==> config.mk <==
export PLATFORM = sky130hd
export DESIGN_NAME = imem_boot_loader
export DESIGN_NICKNAME = d
export VERILOG_FILES = /design/src/rtl/imem_boot_loader.sv
export SDC_FILE = /design/constraint.sdc
export NUM_CORES = 1
export LEC_CHECK = 0
export CAP_MARGIN = 0
export CELL_PAD_IN_SITES_DETAIL_PLACEMENT = 2
export CELL_PAD_IN_SITES_GLOBAL_PLACEMENT = 2
export CORE_UTILIZATION = 30
export CTS_CLUSTER_SIZE = 40
export DETAILED_ROUTE_END_ITERATION = 7
export GPL_ROUTABILITY_DRIVEN = 0
export GPL_TIMING_DRIVEN = 0
export PLACE_DENSITY_LB_ADDON = 0.1
export SKIP_CTS_REPAIR_TIMING = 1
export SYNTH_ARGS = -nofsm -noshare
export SYNTH_HDL_FRONTEND = slang
export SYNTH_SLANG_ARGS = --single-unit
==> constraint.sdc <==
create_clock -name clk -period 4.4 [get_ports clk]
set_input_delay 0.66 -clock clk [delete_from_list [all_inputs] [get_ports clk]]
set_output_delay 0.66 -clock clk [all_outputs]
set_load 0.1 [all_outputs]
==> src/rtl/imem_boot_loader.sv <==
// -----------------------------------------------------------------------------
// imem_boot_loader
//
// Write side of the CPU instruction memory. Consumes a byte stream made of a
// 4-byte little-endian word count N followed by N little-endian 32-bit words,
// and writes each word to consecutive imem addresses starting at 0. The
// pipeline is held in reset until the image is complete, then released after
// RELEASE_DLY cycles.
//
// Optional feature (compile-time macro LOADER_CHECKSUM_EN):
//   When defined, one extra byte c trails the payload; the image is accepted
//   only if (sum of payload bytes + c) mod 256 == 0, otherwise the loader
//   goes to its error state. When undefined, no trailing byte is consumed.
//
// Parameters
//   IMEM_AW      imem word-address width (capacity 2**IMEM_AW words)
//   RELEASE_DLY  cycles spent holding the CPU in reset after the last write (>=1)
//
// Ports
//   clk         clock
//   reset       synchronous, active-low reset
//   in_valid    byte source presents a byte on in_data
//   in_data     stream byte
//   in_ready    loader accepts a byte this cycle (depends on state only)
//   imem_we     one-cycle imem write strobe
//   imem_addr   imem word address (holds last value between strobes)
//   imem_wdata  imem write data   (holds last value between strobes)
//   cpu_reset   active-high reset to the pipeline
//   done        image loaded and CPU running (sticky until reset)
//   err         load failed (sticky until reset)
// -----------------------------------------------------------------------------
module imem_boot_loader #(
  parameter int IMEM_AW     = 12,
  parameter int RELEASE_DLY = 4
) (
  input  logic               clk,
  input  logic               reset,
  input  logic               in_valid,
  input  logic [7:0]         in_data,
  output logic               in_ready,
  output logic               imem_we,
  output logic [IMEM_AW-1:0] imem_addr,
  output logic [31:0]        imem_wdata,
  output logic               cpu_reset,
  output logic               done,
  output logic               err
);

  // Word counters need one extra bit so a full-capacity image (N == 2**IMEM_AW)
  // is representable.
  localparam int          CW  = IMEM_AW + 1;
  localparam int          HW  = (RELEASE_DLY > 1) ? $clog2(RELEASE_DLY) : 1;
  localparam logic [32:0] CAP = 33'd1 << IMEM_AW;

  typedef enum logic [2:0] {
    S_HDR  = 3'd0,
    S_DATA = 3'd1,
`ifdef LOADER_CHECKSUM_EN
    S_CSUM = 3'd2,
`endif
    S_HOLD = 3'd3,
    S_RUN  = 3'd4,
    S_ERR  = 3'd5
  } state_t;

  // Where the loader goes once the last payload word (or an empty header)
  // has been taken.
`ifdef LOADER_CHECKSUM_EN
  localparam state_t S_PAYLOAD_END = S_CSUM;
`else
  localparam state_t S_PAYLOAD_END = S_HOLD;
`endif

  state_t        state, state_nxt;
  logic [1:0]    byte_cnt;   // byte position inside the current 4-byte group
  logic [23:0]   asm_q;      // upper three bytes of the group collected so far
  logic [CW-1:0] word_num;   // N from the header
  logic [CW-1:0] word_cnt;   // words written so far
  logic [HW-1:0] hold_cnt;

  logic          accept;
  logic          last_byte;
  logic          last_word;
  logic          hold_done;
  logic [31:0]   word;

  assign accept    = in_valid && in_ready;
  assign last_byte = accept && (byte_cnt == 2'd3);
  assign last_word = (word_cnt == word_num - CW'(1));
  assign hold_done = (hold_cnt == HW'(RELEASE_DLY - 1));
  // Bytes arrive LSB first: each new byte enters at the top and earlier bytes
  // slide down, so the 4th byte completes the word in place.
  assign word      = {in_data, asm_q};

`ifdef LOADER_CHECKSUM_EN
  logic [7:0] sum_q;
  logic [7:0] csum_tot;
  assign csum_tot = sum_q + in_data;
`endif

  // ---------------------------------------------------------------------------
  // FSM: state register
  // ---------------------------------------------------------------------------
  // NOTE: sequential state uses non-blocking assignments so every register
  // samples the pre-edge values of the others, independent of process order.
  always_ff @(posedge clk) begin
    if (!reset) state <= S_HDR;
    else        state <= state_nxt;
  end

  // ---------------------------------------------------------------------------
  // FSM: next-state logic
  // ---------------------------------------------------------------------------
  // NOTE: state_nxt is defaulted before the case so every path assigns it and
  // no latch is inferred.
  always_comb begin
    state_nxt = state;
    case (state)
      S_HDR: begin
        if (last_byte) begin
          if ({1'b0, word} > CAP)  state_nxt = S_ERR;
          else if (word == 32'd0)  state_nxt = S_PAYLOAD_END;
          else                     state_nxt = S_DATA;
        end
      end
      S_DATA: begin
        if (last_byte && last_word) state_nxt = S_PAYLOAD_END;
      end
`ifdef LOADER_CHECKSUM_EN
      S_CSUM: begin
        if (accept) state_nxt = (csum_tot == 8'd0) ? S_HOLD : S_ERR;
      end
`endif
      S_HOLD: begin
        if (hold_done) state_nxt = S_RUN;
      end
      S_RUN:   state_nxt = S_RUN;
      S_ERR:   state_nxt = S_ERR;
      default: state_nxt = S_HDR;
    endcase
  end

  // ---------------------------------------------------------------------------
  // FSM: outputs (pure functions of state)
  // ---------------------------------------------------------------------------
  always_comb begin
    in_ready  = 1'b0;
    cpu_reset = 1'b1;
    done      = 1'b0;
    err       = 1'b0;
    case (state)
      S_HDR,
`ifdef LOADER_CHECKSUM_EN
      S_CSUM,
`endif
      S_DATA:  in_ready = 1'b1;
      S_RUN: begin
        cpu_reset = 1'b0;
        done      = 1'b1;
      end
      S_ERR:   err = 1'b1;
      default: ;
    endcase
  end

  // ---------------------------------------------------------------------------
  // Datapath: byte assembly, counters and the registered imem write port.
  // The write strobe is registered, so it appears the cycle after the 4th byte
  // of a word; a reset in that window clears it before it is ever driven.
  // ---------------------------------------------------------------------------
  always_ff @(posedge clk) begin
    if (!reset) begin
      byte_cnt   <= '0;
      asm_q      <= '0;
      word_num   <= '0;
      word_cnt   <= '0;
      hold_cnt   <= '0;
      imem_we    <= 1'b0;
      imem_addr  <= '0;
      imem_wdata <= '0;
`ifdef LOADER_CHECKSUM_EN
      sum_q      <= '0;
`endif
    end else begin
      imem_we <= 1'b0;

      if (accept) begin
        byte_cnt <= byte_cnt + 2'd1;
        asm_q    <= word[31:8];
      end

      // Oversized counts go to ERR, so truncation here only affects values
      // that are never used.
      if (state == S_HDR && last_byte) word_num <= word[CW-1:0];

      if (state == S_DATA && last_byte) begin
        imem_we    <= 1'b1;
        imem_addr  <= word_cnt[IMEM_AW-1:0];
        imem_wdata <= word;
        word_cnt   <= word_cnt + CW'(1);
      end

`ifdef LOADER_CHECKSUM_EN
      if (state == S_DATA && accept) sum_q <= csum_tot;
`endif

      if (state == S_HOLD) hold_cnt <= hold_cnt + HW'(1);
      else                 hold_cnt <= '0;
    end
  end

endmodule
* Yosys cells after proc, flatten, opt, wreduce, memory -nomap -nowiden
Index checks and enable logic that the tools add are counted.
Cells by class: order comparisons 1, shift operators 0, bitwise gates (word level) 0, $add $sub $neg 4, divide/modulo/power cells 0, reduce and logical (&&, ||, !) cells 10, equality and inequality tests 10, mux-type cells 11, multipliers 0
Operators with widths (number):
- $gt A32 B13 Y1 const B | 1
- $logic_not A32 Y1 | 1
- $pmux W3 S5 | 1
- $add A13 B1 Y13 const B | 1
- $eq A13 B13 Y1 | 1
- $sub A13 B1 Y13 const B | 1
- $mux W3 | 4
- $eq A3 B3 Y1 const B | 2
- $ne A2 B2 Y1 const B | 3
- $logic_and A1 B1 Y1 | 5
- $mux W1 | 5
- $add A2 B1 Y2 const B | 2
- $eq A2 B2 Y1 const B | 2
- $eq A3 B1 Y1 const B | 1
- $eq A3 B2 Y1 const B | 1
- $logic_not A3 Y1 | 1
- $reduce_and A3 Y1 | 1
- $mux W2 | 1
- $reduce_and A2 Y1 | 1
- $reduce_or A2 Y1 | 1
Storage, ports and cells: bits in registers 102, RAM bits 0, logic and storage cells 45, latch bits 0, memory bits (read-only) 0, memories kept 0

* Longest topological paths before layout
word-level depth 8, mapped depth 10, depth with buffers taken out 9

* Worst setup path before layout
Ideal clock, no wire load.
kind register to output, from reg state[1], to out done, slack 1.875 ns, cell stages (with the launch flop) 4, buffers on the path 1, required time 3.740 ns, arrival 1.865 ns, cells stage by stage dfxtp_1 > buf_6 > or3b_2 > inv_1
On the way: longest elaborated chain between the ends 2
RTL lines:
- start, declared | RTL line 74 | state_t state, state_nxt;
- start signal, assigned | RTL line 108 | else state <= state_nxt;
- $eq A3 B3 Y1 | RTL line 151 | case (state)
- $mux W1 | RTL line 151
- end, declared | RTL line 45 | output logic done,
Every way passes these cells.

* Worst setup path in the final report
from reg state[2], to out done
Same word-level chain as after synthesis.

==> impl_metrics.toml <==
[routing]
vias_per_cell = 4.92
num_vias = 3861
post_drt_wl_per_cell_um = 17.6
drt_wl_total_mm = 13.8
ant_nets = 0
drt_pass1_iterations = 6
drc = 6
drtIter0Drc = 116

[clocking]
clock_tree.buffer_depth = 2
insertion_delay_ns = 0.35
numCtsBuffers = 9
cts_tree = "yes"
cts.sinks = 102
cts_root_buf = "clkbuf_16"
cts_max_level = 3
clkTransAtPathRegs_ns = 0.07

[sta]
hold_viol_final = 0
tightest_slew_ns = 1.04
finClkSkew_ns = 0.00832
period_minus_slack_ns = 3.16
whs_ns = 0.418
fmax_ghz = 0.317
setup_viol = 0
rsz0062_at_grt = "no"
setup_tns_ns = 0
fin_crit_sh_pct = 71.7
slew_viol_final = 0
slew_headroom_pct = 30.2

[logic_synthesis]
synth_ff_type = "dfxtp_1"
seq_area_frac_synth_pct = 45.1
synthesis.area_mm2 = 0.00453
synth.avg_cell_area_um2 = 8.60
synth_edf_count = 0
synthCells = 527
ys_seq_elements = 102
synthDistinctLibCells = 52
yosysWarnings = 0
syn_nets = 542
async_flop_share_pct = 0

[pwr]
netSwitchingFraction_pct = 22.7
p_leak_nw = 2.06
combPwrFrac_pct = 4.9
p_seq_share_pct = 49.4
p_total_w = 0.00193
clkPwrFrac_pct = 45.7
netSwitchingPower_w = 0.000438
p_int_w = 0.00149
ir_drop_uv = 174
power.density_mw_per_mm2 = 340

[status]
status = "finished, violations left"
violations = "design-rule violations"

[place]
place_area_mm2 = 0.00534
port_buffers = 58
dp_hpwl_mm = 10.4

[flow_run]
cap_violations = 0

[min_path]
min_path_type = "reg -> reg"

[floorplan]
pin_count = 60
die_h_um = 125
core-area_mm2 = 0.0146
initial_core_util_pct = 30.9
die_w_um = 125
dieArea_mm2 = 0.0156
rows = 44

[final_layout]
nNetsFinal = 611
postLayoutCoreUtil_pct = 38.7
fillCellCount = 1634
area.growth.synth_to_final_pct = 25.0
antennaDiodeCount = 0
design_area_mm2 = 0.00567
drive_gt1_share_pct = 6.49

[critical_path]
cp_data_required_time_ns = 3.74
reg2regPathDepth = 10
endpoint_kind = "output pin"
cp-start-kind = "register"
cp.arrival_ns = 2.50
reg2reg_slack_ns = 1.96
r2r_end = "state[1]$_SDFFE_PN0P_"
cp-startpoint = "state[2]$_SDFFE_PN0P_"
setup.worst_path.end = "done"
rr_startpoint = "word_num[0]$_SDFFE_PN0P_"
path_class = "reg -> out"
critPathMaxFanout = 8

[global_route]
grt_usage_pct = 18.6
antenna_found_initial = 0
grt_pass1_wl_mm = 22.7
grt_pass1_vias = 4264
grt.overflow.total = 0
grt_max_degree = 17
[cell families (layout without fill, tap and decap cells)]
group | Yosys count | after routing | share of synthesized area (%)
buffers and inverters | 36 | 110 | 3.62
and+or+nand+nor | 246 | 246 | 25.5
AOI/OAI and AO/OA | 97 | 97 | 16.1
xor gates and xnor gates | 29 | 29 | 5.77
DFF | 102 | 102 | 45.1
adders and majority gates | 4 | 4 | 1.10
muxes | 13 | 13 | 2.87
[worst max-delay path: stages, from the launching register on]
cell             delay [ns]
dfxtp_1                0.47
or3b_2                 0.49
inv_1                  0.07
clkdlybuf4s50_1        1.12
[cell usage after synthesis (all sizes together) (2+ instances only)]
master    n  area, um^2
buf       8        48.8
and3b     2        17.5
nor3      7        45.0
o22ai     2        12.5
a21oi     4        20.0
a21boi   73         548
xor2     11         104
nand4b    2        17.5
inv       6        22.5
o21ai     6        33.8
nand4     7        43.8
nand2   156         586
clkbuf   22        92.6
xnor2    18         158
ha        4        50.1
dfxtp   102        2040
nor2b    13        81.3
or4       2        15.0
and2     14        87.6
a41oi     2        25.0
nor2     14        57.6
nand3     6        30.0
nor4      8        50.1
or3       3        18.8
and3      6        38.8
mux2i    13         130
[registers in the layout, indices dropped and copies added, names as in the netlist]
register    cells
hold_cnt        2
imem_wdata     32
imem_we         1
word_cnt       13
asm_q          24
state           3
byte_cnt        2
imem_addr      12
word_num       13
[layout by cell type (no fill, tap or decap), drive strengths merged, types with 11 or more instances in the layout]
cell | netlist | routed
nand2 | 156 | 156
xor2 | 11 | 11
clkbuf | 22 | 33
a21boi | 73 | 73
mux2i | 13 | 13
nor2 | 14 | 14
and2 | 14 | 14
dfxtp | 102 | 102
clkdlybuf4s50 | 0 | 58
nor2b | 13 | 13
xnor2 | 18 | 18
[routing by layer]
metal  global-route usage [%]  wire length, um  vias to the layer above
met1                     24.7             6900                     1895
met2                     30.5             6310                       53
li1                         -                -                     1900
met5                        0                0                        -
met3                     3.26              431                       13
met4                     6.10              203                        0
[final cells by class]
type                       count  area (um^2)  share of cell area [%]
timing repair buffer          58          581                    10.2
buffer                        30          141                    2.50
clock buffer                  11          243                    4.28
sequential                   102         2040                    36.0
multi-input combinational    389         2330                    41.0
inverter                       6         22.5                   0.397
tap                          184          230                    4.06
clock inverter                 5         81.3                    1.44
[metrics by stage]
step | setup WS (ns) | std cells
5_1_grt | 1.16 | 785
3_3_place_gp | 1.41 | 769
6_report | 1.24 | 785
4_1_cts | 1.24 | 785
3_5_place_dp | 1.39 | 769
2_1_floorplan | 1.87 | 527
[how the worst min path moves through the flow]
stage	from	endpoint	cells after the start
2_1_floorplan	hold_cnt[0]$_SDFF_PN0_	hold_cnt[0]$_SDFF_PN0_	1
3_3_place_gp	hold_cnt[0]$_SDFF_PN0_	hold_cnt[0]$_SDFF_PN0_	1
3_5_place_dp	hold_cnt[0]$_SDFF_PN0_	hold_cnt[0]$_SDFF_PN0_	1
4_1_cts	hold_cnt[0]$_SDFF_PN0_	hold_cnt[0]$_SDFF_PN0_	1
5_1_grt	hold_cnt[0]$_SDFF_PN0_	hold_cnt[0]$_SDFF_PN0_	1
6_report	hold_cnt[0]$_SDFF_PN0_	hold_cnt[0]$_SDFF_PN0_	1
[power groups by stage]
| stage | Sequential (W) | Combinational, W | Clock (W) |
|---|---|---|---|
| floorplan | 0.000967 | 0.0000599 | 0 |
| global placement | 0.000973 | 0.0000936 | 0 |
| detailed placement | 0.000973 | 0.0000961 | 0 |
| CTS | 0.000951 | 0.0000969 | 0.000901 |
| global route | 0.000954 | 0.000105 | 0.000938 |
| finish | 0.000951 | 0.0000949 | 0.000881 |
Note: power is estimated with default switching activity, not from simulation.
